[config.mk]
export PLATFORM = sky130hd
export DESIGN_NAME = spi_slave
export DESIGN_NICKNAME = d
export VERILOG_FILES = /design/src/rtl/spi_slave.sv
export SDC_FILE = /design/constraint.sdc
export NUM_CORES = 1
export LEC_CHECK = 0
export ABC_AREA = 1
export CAP_MARGIN = 20
export CORE_MARGIN = 2
export CORE_UTILIZATION = 37
export DETAILED_ROUTE_END_ITERATION = 10
export PLACE_DENSITY_LB_ADDON = 0.08
export SLEW_MARGIN = 0
export SYNTH_ARGS = -nofsm -noshare
export SYNTH_HDL_FRONTEND = slang
export SYNTH_SLANG_ARGS = --single-unit
[constraint.sdc]
create_clock -name clk -period 2.1 [get_ports clk]
set_input_delay 0.21 -clock clk [delete_from_list [all_inputs] [get_ports clk]]
set_output_delay 0.21 -clock clk [all_outputs]
set_load 0.01 [all_outputs]
[src/rtl/spi_slave.sv]
// ---------------------------------------------------------------------------
// spi_slave
//
// SPI mode 0 (CPOL=0, CPHA=0) slave that is oversampled by the system clock.
// cs, sck and mosi are asynchronous to clk. Each one passes through a 2-flop
// synchronizer. cs and sck edges are found by comparing the synchronized
// value with one extra delay flop. Frames are DATA_W bits long and MSB first.
// Several frames can be sent back to back inside one cs assertion.
//
// A one-word transmit buffer sits in front of the TX shift register. The
// register takes the buffered word at the start of every frame. If the buffer
// is empty at that moment, the register takes IDLE_FILL and tx_underrun
// pulses for one cycle.
//
// Ports
//   clk         system clock, at least 8x the sck frequency
//   rst_n       asynchronous active-low reset
//   cs          chip select from the master, active-low, asynchronous
//   sck         serial clock from the master, asynchronous
//   mosi        serial data from the master
//   miso        serial data to the master (0 when not selected)
//   miso_oe     miso drive enable, high only while selected
//   tx_data     word to send in the next frame
//   tx_valid    tx_data is valid
//   tx_ready    transmit buffer is empty and can accept a word
//   rx_data     last complete received word
//   rx_valid    one-cycle pulse: rx_data has been updated
//   frame_err   one-cycle pulse: cs deasserted in the middle of a frame
//   tx_underrun one-cycle pulse: a frame started with an empty buffer
// ---------------------------------------------------------------------------
module spi_slave #(
  parameter int unsigned       DATA_W    = 8,
  parameter logic [DATA_W-1:0] IDLE_FILL = '0
) (
  input  logic              clk,
  input  logic              rst_n,
  input  logic              cs,
  input  logic              sck,
  input  logic              mosi,
  output logic              miso,
  output logic              miso_oe,
  input  logic [DATA_W-1:0] tx_data,
  input  logic              tx_valid,
  output logic              tx_ready,
  output logic [DATA_W-1:0] rx_data,
  output logic              rx_valid,
  output logic              frame_err,
  output logic              tx_underrun
);

  localparam int unsigned      CNT_W    = (DATA_W > 1) ? $clog2(DATA_W) : 1;
  localparam logic [CNT_W-1:0] LAST_BIT = CNT_W'(DATA_W - 1);

  typedef enum logic {
    ST_IDLE   = 1'b0,
    ST_ACTIVE = 1'b1
  } state_e;

  // -------------------------------------------------------------------------
  // Synchronizers and edge detectors
  // -------------------------------------------------------------------------
  logic cs_meta_q, cs_sync_q, cs_dly_q;
  logic sck_meta_q, sck_sync_q, sck_dly_q;
  logic mosi_meta_q, mosi_sync_q;

  // The reset values describe a deselected bus: cs high, sck low, mosi low.
  // These flops only retime the pins, so they load directly from their inputs.
  always_ff @(posedge clk or negedge rst_n) begin
    if (!rst_n) begin
      cs_meta_q   <= 1'b1;
      cs_sync_q   <= 1'b1;
      cs_dly_q    <= 1'b1;
      sck_meta_q  <= 1'b0;
      sck_sync_q  <= 1'b0;
      sck_dly_q   <= 1'b0;
      mosi_meta_q <= 1'b0;
      mosi_sync_q <= 1'b0;
    end else begin
      cs_meta_q   <= cs;
      cs_sync_q   <= cs_meta_q;
      cs_dly_q    <= cs_sync_q;
      sck_meta_q  <= sck;
      sck_sync_q  <= sck_meta_q;
      sck_dly_q   <= sck_sync_q;
      mosi_meta_q <= mosi;
      mosi_sync_q <= mosi_meta_q;
    end
  end

  logic cs_fall, cs_rise, sck_rise, sck_fall;

  always_comb begin
    cs_fall  =  cs_dly_q  & ~cs_sync_q;
    cs_rise  = ~cs_dly_q  &  cs_sync_q;
    sck_rise = ~sck_dly_q &  sck_sync_q;
    sck_fall =  sck_dly_q & ~sck_sync_q;
  end

  // -------------------------------------------------------------------------
  // State machine: state register / next state / outputs
  // -------------------------------------------------------------------------
  state_e state_q, state_d;

  always_ff @(posedge clk or negedge rst_n) begin
    if (!rst_n) begin
      state_q <= ST_IDLE;
    end else begin
      state_q <= state_d;
    end
  end

  always_comb begin
    state_d = state_q;
    case (state_q)
      ST_IDLE:   if (cs_fall) state_d = ST_ACTIVE;
      ST_ACTIVE: if (cs_rise) state_d = ST_IDLE;
      default:   state_d = ST_IDLE;
    endcase
  end

  // -------------------------------------------------------------------------
  // Datapath registers
  // -------------------------------------------------------------------------
  logic [CNT_W-1:0]  bit_cnt_q, bit_cnt_d;
  logic              wrap_q, wrap_d;
  logic [DATA_W-1:0] tx_shift_q, tx_shift_d;
  logic [DATA_W-1:0] rx_shift_q, rx_shift_d;
  logic [DATA_W-1:0] rx_data_q, rx_data_d;
  logic              rx_valid_q, rx_valid_d;
  logic              frame_err_q, frame_err_d;
  logic              tx_underrun_q, tx_underrun_d;
  logic [DATA_W-1:0] buf_data_q, buf_data_d;
  logic              buf_valid_q, buf_valid_d;

  always_ff @(posedge clk or negedge rst_n) begin
    if (!rst_n) begin
      bit_cnt_q     <= '0;
      wrap_q        <= 1'b0;
      tx_shift_q    <= '0;
      rx_shift_q    <= '0;
      rx_data_q     <= '0;
      rx_valid_q    <= 1'b0;
      frame_err_q   <= 1'b0;
      tx_underrun_q <= 1'b0;
      buf_data_q    <= '0;
      buf_valid_q   <= 1'b0;
    end else begin
      bit_cnt_q     <= bit_cnt_d;
      wrap_q        <= wrap_d;
      tx_shift_q    <= tx_shift_d;
      rx_shift_q    <= rx_shift_d;
      rx_data_q     <= rx_data_d;
      rx_valid_q    <= rx_valid_d;
      frame_err_q   <= frame_err_d;
      tx_underrun_q <= tx_underrun_d;
      buf_data_q    <= buf_data_d;
      buf_valid_q   <= buf_valid_d;
    end
  end

  // -------------------------------------------------------------------------
  // Frame control events
  // -------------------------------------------------------------------------
  // A cs rising edge takes priority over an sck edge detected in the same
  // cycle. If the master drops sck together with cs at the end of a frame,
  // that last falling edge does not start a new word load.
  // wrap_q marks that a full word was just received. The next sck falling
  // edge then loads the following word, which gives back-to-back frames.
  logic start_frame, end_frame, active_run, load_tx, capture;
  logic [DATA_W-1:0] rx_next;

  always_comb begin
    start_frame = (state_q == ST_IDLE)   & cs_fall;
    end_frame   = (state_q == ST_ACTIVE) & cs_rise;
    active_run  = (state_q == ST_ACTIVE) & ~cs_rise;
    load_tx     = start_frame | (active_run & sck_fall & wrap_q);
    capture     = tx_valid & ~buf_valid_q;
    rx_next     = DATA_W'({rx_shift_q, mosi_sync_q});
  end

  // -------------------------------------------------------------------------
  // Transmit buffer
  // -------------------------------------------------------------------------
  // A capture can only happen while the buffer is empty. So when a capture
  // and a load happen in the same cycle, the load finds the buffer empty and
  // the capture still fills it.
  always_comb begin
    buf_valid_d = buf_valid_q;
    buf_data_d  = buf_data_q;
    if (load_tx) begin
      buf_valid_d = 1'b0;
    end
    if (capture) begin
      buf_valid_d = 1'b1;
      buf_data_d  = tx_data;
    end
  end

  // -------------------------------------------------------------------------
  // TX shift register
  // -------------------------------------------------------------------------
  always_comb begin
    tx_shift_d    = tx_shift_q;
    tx_underrun_d = 1'b0;
    if (load_tx) begin
      if (buf_valid_q) begin
        tx_shift_d = buf_data_q;
      end else begin
        tx_shift_d    = IDLE_FILL;
        tx_underrun_d = 1'b1;
      end
    end else if (active_run && sck_fall) begin
      tx_shift_d = tx_shift_q << 1;
    end
  end

  // -------------------------------------------------------------------------
  // RX shift register, bit counter and frame error
  // -------------------------------------------------------------------------
  // A partial word is dropped when cs rises: rx_shift_q keeps its value, but
  // the bit counter is cleared, so the next frame shifts in a full fresh word
  // before rx_data changes again.
  always_comb begin
    bit_cnt_d   = bit_cnt_q;
    wrap_d      = wrap_q;
    rx_shift_d  = rx_shift_q;
    rx_data_d   = rx_data_q;
    rx_valid_d  = 1'b0;
    frame_err_d = 1'b0;
    if (start_frame) begin
      bit_cnt_d = '0;
      wrap_d    = 1'b0;
    end else if (end_frame) begin
      frame_err_d = (bit_cnt_q != '0);
      bit_cnt_d   = '0;
      wrap_d      = 1'b0;
    end else if (active_run) begin
      if (sck_rise) begin
        rx_shift_d = rx_next;
        if (bit_cnt_q == LAST_BIT) begin
          bit_cnt_d  = '0;
          rx_data_d  = rx_next;
          rx_valid_d = 1'b1;
          wrap_d     = 1'b1;
        end else begin
          bit_cnt_d = bit_cnt_q + 1'b1;
        end
      end else if (sck_fall) begin
        wrap_d = 1'b0;
      end
    end
  end

  // -------------------------------------------------------------------------
  // Outputs
  // -------------------------------------------------------------------------
  always_comb begin
    miso_oe     = (state_q == ST_ACTIVE);
    miso        = (state_q == ST_ACTIVE) ? tx_shift_q[DATA_W-1] : 1'b0;
    tx_ready    = ~buf_valid_q;
    rx_data     = rx_data_q;
    rx_valid    = rx_valid_q;
    frame_err   = frame_err_q;
    tx_underrun = tx_underrun_q;
  end

endmodule
**Word-level counts from Yosys, hierarchy flattened**

Index checks and enable logic that the tools add are counted.
Widths: inputs -> output; s select.

- Bits of input ports: 14
- Register bits: 48
- Word-level logic and storage cells: 82
- Output and inout bits: 14

- Mux-type cells: 29
- Bitwise gates (word level): 20
- Reduce and logical (&&, ||, !) cells: 11
- Add/sub/neg operators: 1
- Equal/unequal tests: 2

Operator list:

| kind | number |
|---|---|
| $mux 8 | 3 |
| $mux 1 | 20 |
| $mux 3 | 5 |
| $and 1x1->1 | 10 |
| $not 1->1 | 9 |
| $reduce_bool 3->1 | 3 |
| $reduce_and 5->1 | 1 |
| $ne 4x1->1 const B | 1 |
| $reduce_and 4->1 | 1 |
| $reduce_bool 2->1 | 2 |
| $reduce_bool 4->1 | 1 |
| $add 3x1->3 const B | 1 |
| $eq 3x3->1 const B | 1 |
| $reduce_and 3->1 | 1 |
| $pmux 1 s2 | 1 |
| $reduce_and 2->1 | 1 |
| $logic_and 1x1->1 | 1 |
| $or 1x1->1 | 1 |

**Longest topological paths before layout**

- Word-level depth: 9
- Depth in mapped cells: 8
- Depth with buffers taken out: 8

**Least setup slack after synthesis**

No wires, ideal clock.

- Path kind: register to register
- Start point: register cs_dly_q
- End point: register rx_data_q[5] (netlist: rx_data[5])
- Stages on the path, launching flop included: 9
- Required time: 1.982 ns
- Path slack: 0.837 ns
- Buffers on the path: 1
- Arrival time: 1.146 ns
- Library setup time: 0.118 ns
- Clock period less this slack: 1.263 ns
- Cells stage by stage: dfstp_2 > inv_2 > nand2_4 > nand3_4 > inv_2 > nand2_4 > buf_6 > nand2_1 > o21ai_2

- Word-level cells in the longest chain between the ends: 5

RTL lines:

| item | RTL line | text |
|---|---|---|
| start: declaration | 62 | `logic cs_meta_q, cs_sync_q, cs_dly_q;` |
| start signal: assignment | 81 | `cs_dly_q <= cs_sync_q;` |
| $not 1->1 | 94 | `cs_rise = ~cs_dly_q & cs_sync_q;` |
| $and 1x1->1 | 94 |  |
| $and 1x1->1 or $not 1->1 (tied branches) | 174, 175 |  |
| $not 1->1 (no line) or $and 1x1->1 (tied branches) | n/a |  |
| $reduce_and 5->1 (no line) (*) | n/a |  |
| end signal: assignment | 152 | `rx_data_q <= rx_data_d;` |
| end: declaration | 128 | `logic [DATA_W-1:0] rx_data_q, rx_data_d;` |

Every way passes the cells marked *; elsewhere a longest branch is shown, timed or not.
A chain may end at the register's enable or synchronous reset.

**Final worst setup path**

- Start point: register buf_valid_q
- End point: output port tx_ready

- Word-level cells in the longest chain between the ends: 1

RTL lines:

| item | RTL line | text |
|---|---|---|
| start: declaration | 133 | `logic buf_valid_q, buf_valid_d;` |
| start signal: assignment | 157 | `buf_valid_q <= buf_valid_d;` |
| $not 1->1 | 260 | `tx_ready = ~buf_valid_q;` |
| end: declaration | 44 | `output logic tx_ready,` |

No other way between the ends.

==> results.md <==
- Drt first pass iters: 4
- Total power per unit cell area: around 970 mW/mm^2
- DRC Markers: 0
- Run status: finished clean
- Row Count: 27
- Peak supply drop: around 0.42 mV
- Layout area overhead: 19.1%
- Highest clock frequency the design can meet: between 500 and 600 MHz
- DRT Wirelength: between 3000 and 4000 um
- Slowest library cell on the worst path: clkdlybuf4s50_1
- Least-Margin Pin Slew: 0.600 ns
- Count of antenna-violating nets left after detailed routing: 0
- Final Core Density: 0.461
- Number of top-level pins: 28
- Via/cell ratio: approximately 4.4
- Leading cell type in the layout, fill and taps excluded: nand2_1
- Share of the yosys chip area belonging to registers: 0.562
- Path type of the worst min-delay path: in2async
- Maximum single-stage delay on the critical path: around 0.54 ns
- Clock slew seen by the registers of the worst setup and hold paths: around 0.090 ns
- Mapped cell area: 0.00214 mm^2
- Max clock buf depth: 2
- Worst clock skew: 0.00985 ns
- Total net switching power: between 800 and 900 uW
- Count of different cell masters after synthesis: 22
- Count of final max-slew check failures: 0
- Portion of total power attributed to the clock network: 0.210
- Count of port buffers added during placement: 27
- Fin crit period: between 1.5 and 2 ns
- Critical path, cell by cell: inv_1 > clkdlybuf4s50_1
- Final-layout setup total negative slack: 0 ns
- Post-CTS setup buffers: 0
- Number of cells on the worst reg-to-reg path: 3
- Combined global-route utilization of all metal layers: 0.129
- Worst flop-to-flop path startpoint: buf_valid_q
- Critical path capture point type: output pin
- Placeable core region: about 0.0055 mm^2
- Mapped Nets: about 240
- Fin. Hold Viols: 0
- Pin count of the biggest net entering global routing: between 40 and 50
- Sort of element at the start of the critical path: flip-flop
- Y dimension of the die: approximately 80 um
- Highest net fanout along the worst path: 11
- Comb power frac: 0.267
- Post-detail-place hpwl: between 2000 and 3000 um
- Final Net Count: 266
- Via count of the first global-routing pass: 1430
- DR WL/cell: between 10 and 15 um
- Register-to-Register Setup Slack: 0.65 ns
- Share of cells above drive strength 1: 0.183
- Number of DRC markers in iteration 0: about 120
- Fraction of power spent switching nets: 0.323
- Static Leak: approximately 1.3 nW
- Most frequent cells in the layout: nand2_1 (56), dfrtp_1 (45), inv_1 (34)
- Initial Util: 0.387
- Worst slew slack as a fraction of its limit: 0.600
- FF+latch count, synth: 48
- Critical path required time: ~1.9 ns
- Post-cts sizing count: 0
- Cts hold-fix bufs: 0
- Arrival time at the worst endpoint: roughly 1.5 ns
- Final antenna diode count: 0
- Clock tree from TritonCTS: done
- Grt total ovfl: 0
- Count of yosys warnings during synthesis: 0
- Number of sinks driven by the clock tree: 48
- Period utilization: 0.797
- Fraction of power consumed by sequential logic: 0.524
- Wire length of the first global-routing pass: 6530 um
- CTS buffer count: 5
- Unrepaired setup endpoints after global routing: false
- Average footprint of a synthesized cell: between 9 and 10 um^2
- Max-cap check violation count: 0
- Worst reg2reg endpoint: buf_data_q[6]
- Vias: 1404
- Worst Setup Path Type: reg2out
- Count of fill cells added during filler insertion: 560
- Maximum level of the CTS H-tree: 2
- Setup Viol. Count Final: 0
- Antenna violations before repair: 0
- Die X: about 80 um
- GPL Wtd Cong: slightly above 0.7
- Number of instances in the synthesized netlist: 215
- Area of the die: roughly 0.0064 mm^2
- Clock latency on the worst-skew pair: 0.29 ns
- Library cell used as clock root buffer: clkbuf_8
- Int Power: roughly 1.7 mW
[layer usage]
metal  up-vias  routed length (um)  GRT usage
li1        723                   -          -
met1       660                1900      0.182
met2        19                1620      0.196
met3         2                 105     0.0326
met4         0                  25     0.0356
met5         -                   0          0
[cell usage after synthesis]
cell,count,area [um^2]
nand2_1,56,210
dfrtp_1,45,1130
inv_1,34,128
nand3_1,11,55.1
o21ai_0,10,50.1
o21ai_2,9,78.8
mux2_2,8,90.1
nor2_1,8,30.0
ha_1,6,75.1
nand2_4,5,56.3
nand3_2,5,50.1
dfstp_2,3,78.8
inv_2,3,11.3
a21oi_1,2,10.0
buf_6,2,22.5
nand3_4,2,35.0
a211oi_1,1,7.51
buf_2,1,5.00
buf_4,1,7.51
clkinv_1,1,3.75
nand2_2,1,6.26
nand3b_1,1,7.51
[cell families (layout without fill, tap and decap cells)]
family / Yosys count / in the layout / synth area share
muxes: 8 / 8 / 0.0420
adders and majority gates: 6 / 6 / 0.0350
DFF: 48 / 48 / 0.562
and+or+nand+nor: 89 / 89 / 0.210
buffers and inverters: 42 / 73 / 0.0828
AOI/OAI and AO/OA: 22 / 22 / 0.0683
[area by class of cell]
class,count,area (um^2),area share
repair buffers,28,273,0.107
well taps,72,90.1,0.0353
flip-flops and latches,48,1200,0.472
clock inverters,2,12.5,0.00490
clock buffers,5,68.8,0.0269
multi-input cells,125,762,0.298
inverters,38,143,0.0559
[per-stage QoR]
step                hold slack (ns)  instances  worst slack, ns  cell area (um^2)  power [mW]
global route                 0.0546        318            0.330              2550        2.70
finish                      0.00736        318            0.427              2550        2.49
CTS                          0.0321        318            0.399              2550        2.53
detailed placement            0.335        311            0.646              2470        2.00
floorplan                   -0.0856        215            0.837              2140        1.79
global placement              0.334        311            0.633              2470        1.99
[power groups by stage]
stage	combinational (mW)	sequential (mW)	clock, mW
after global routing	0.776	1.34	0.583
after floorplan	0.528	1.27	0
after detailed placement	0.676	1.32	0
final	0.663	1.30	0.522
after CTS	0.679	1.31	0.548
after global placement	0.670	1.32	0
[registers in the layout (all words and copies together), names as in the netlist, 3 cells and up]
register    count
buf_data_q      8
tx_shift_q      8
bit_cnt_q       3
rx_shift_q      7
rx_data         8
[worst max-delay path: cells and delay by family (launching register included)]
| kind | cells | cell delay (ns) |
|---|---|---|
| flip-flops | 1 | 0.51 |
| buffers and inverters | 2 | 0.66 |
[how the worst max path moves through the flow]
| stage | end | start | slack (ns) | cells after the start |
|---|---|---|---|---|
| after detailed placement | buf_data_q[5] | buf_valid_q | 0.65 | 3 |
| after global routing | tx_ready | buf_valid_q | 0.33 | 2 |
| after CTS | tx_ready | buf_valid_q | 0.40 | 2 |
| after floorplan | rx_data[5] | cs_dly_q | 0.84 | 8 |
| final | tx_ready | buf_valid_q | 0.43 | 2 |
| after global placement | buf_data_q[4] | buf_valid_q | 0.63 | 3 |
(Power assumes the default switching activity.)
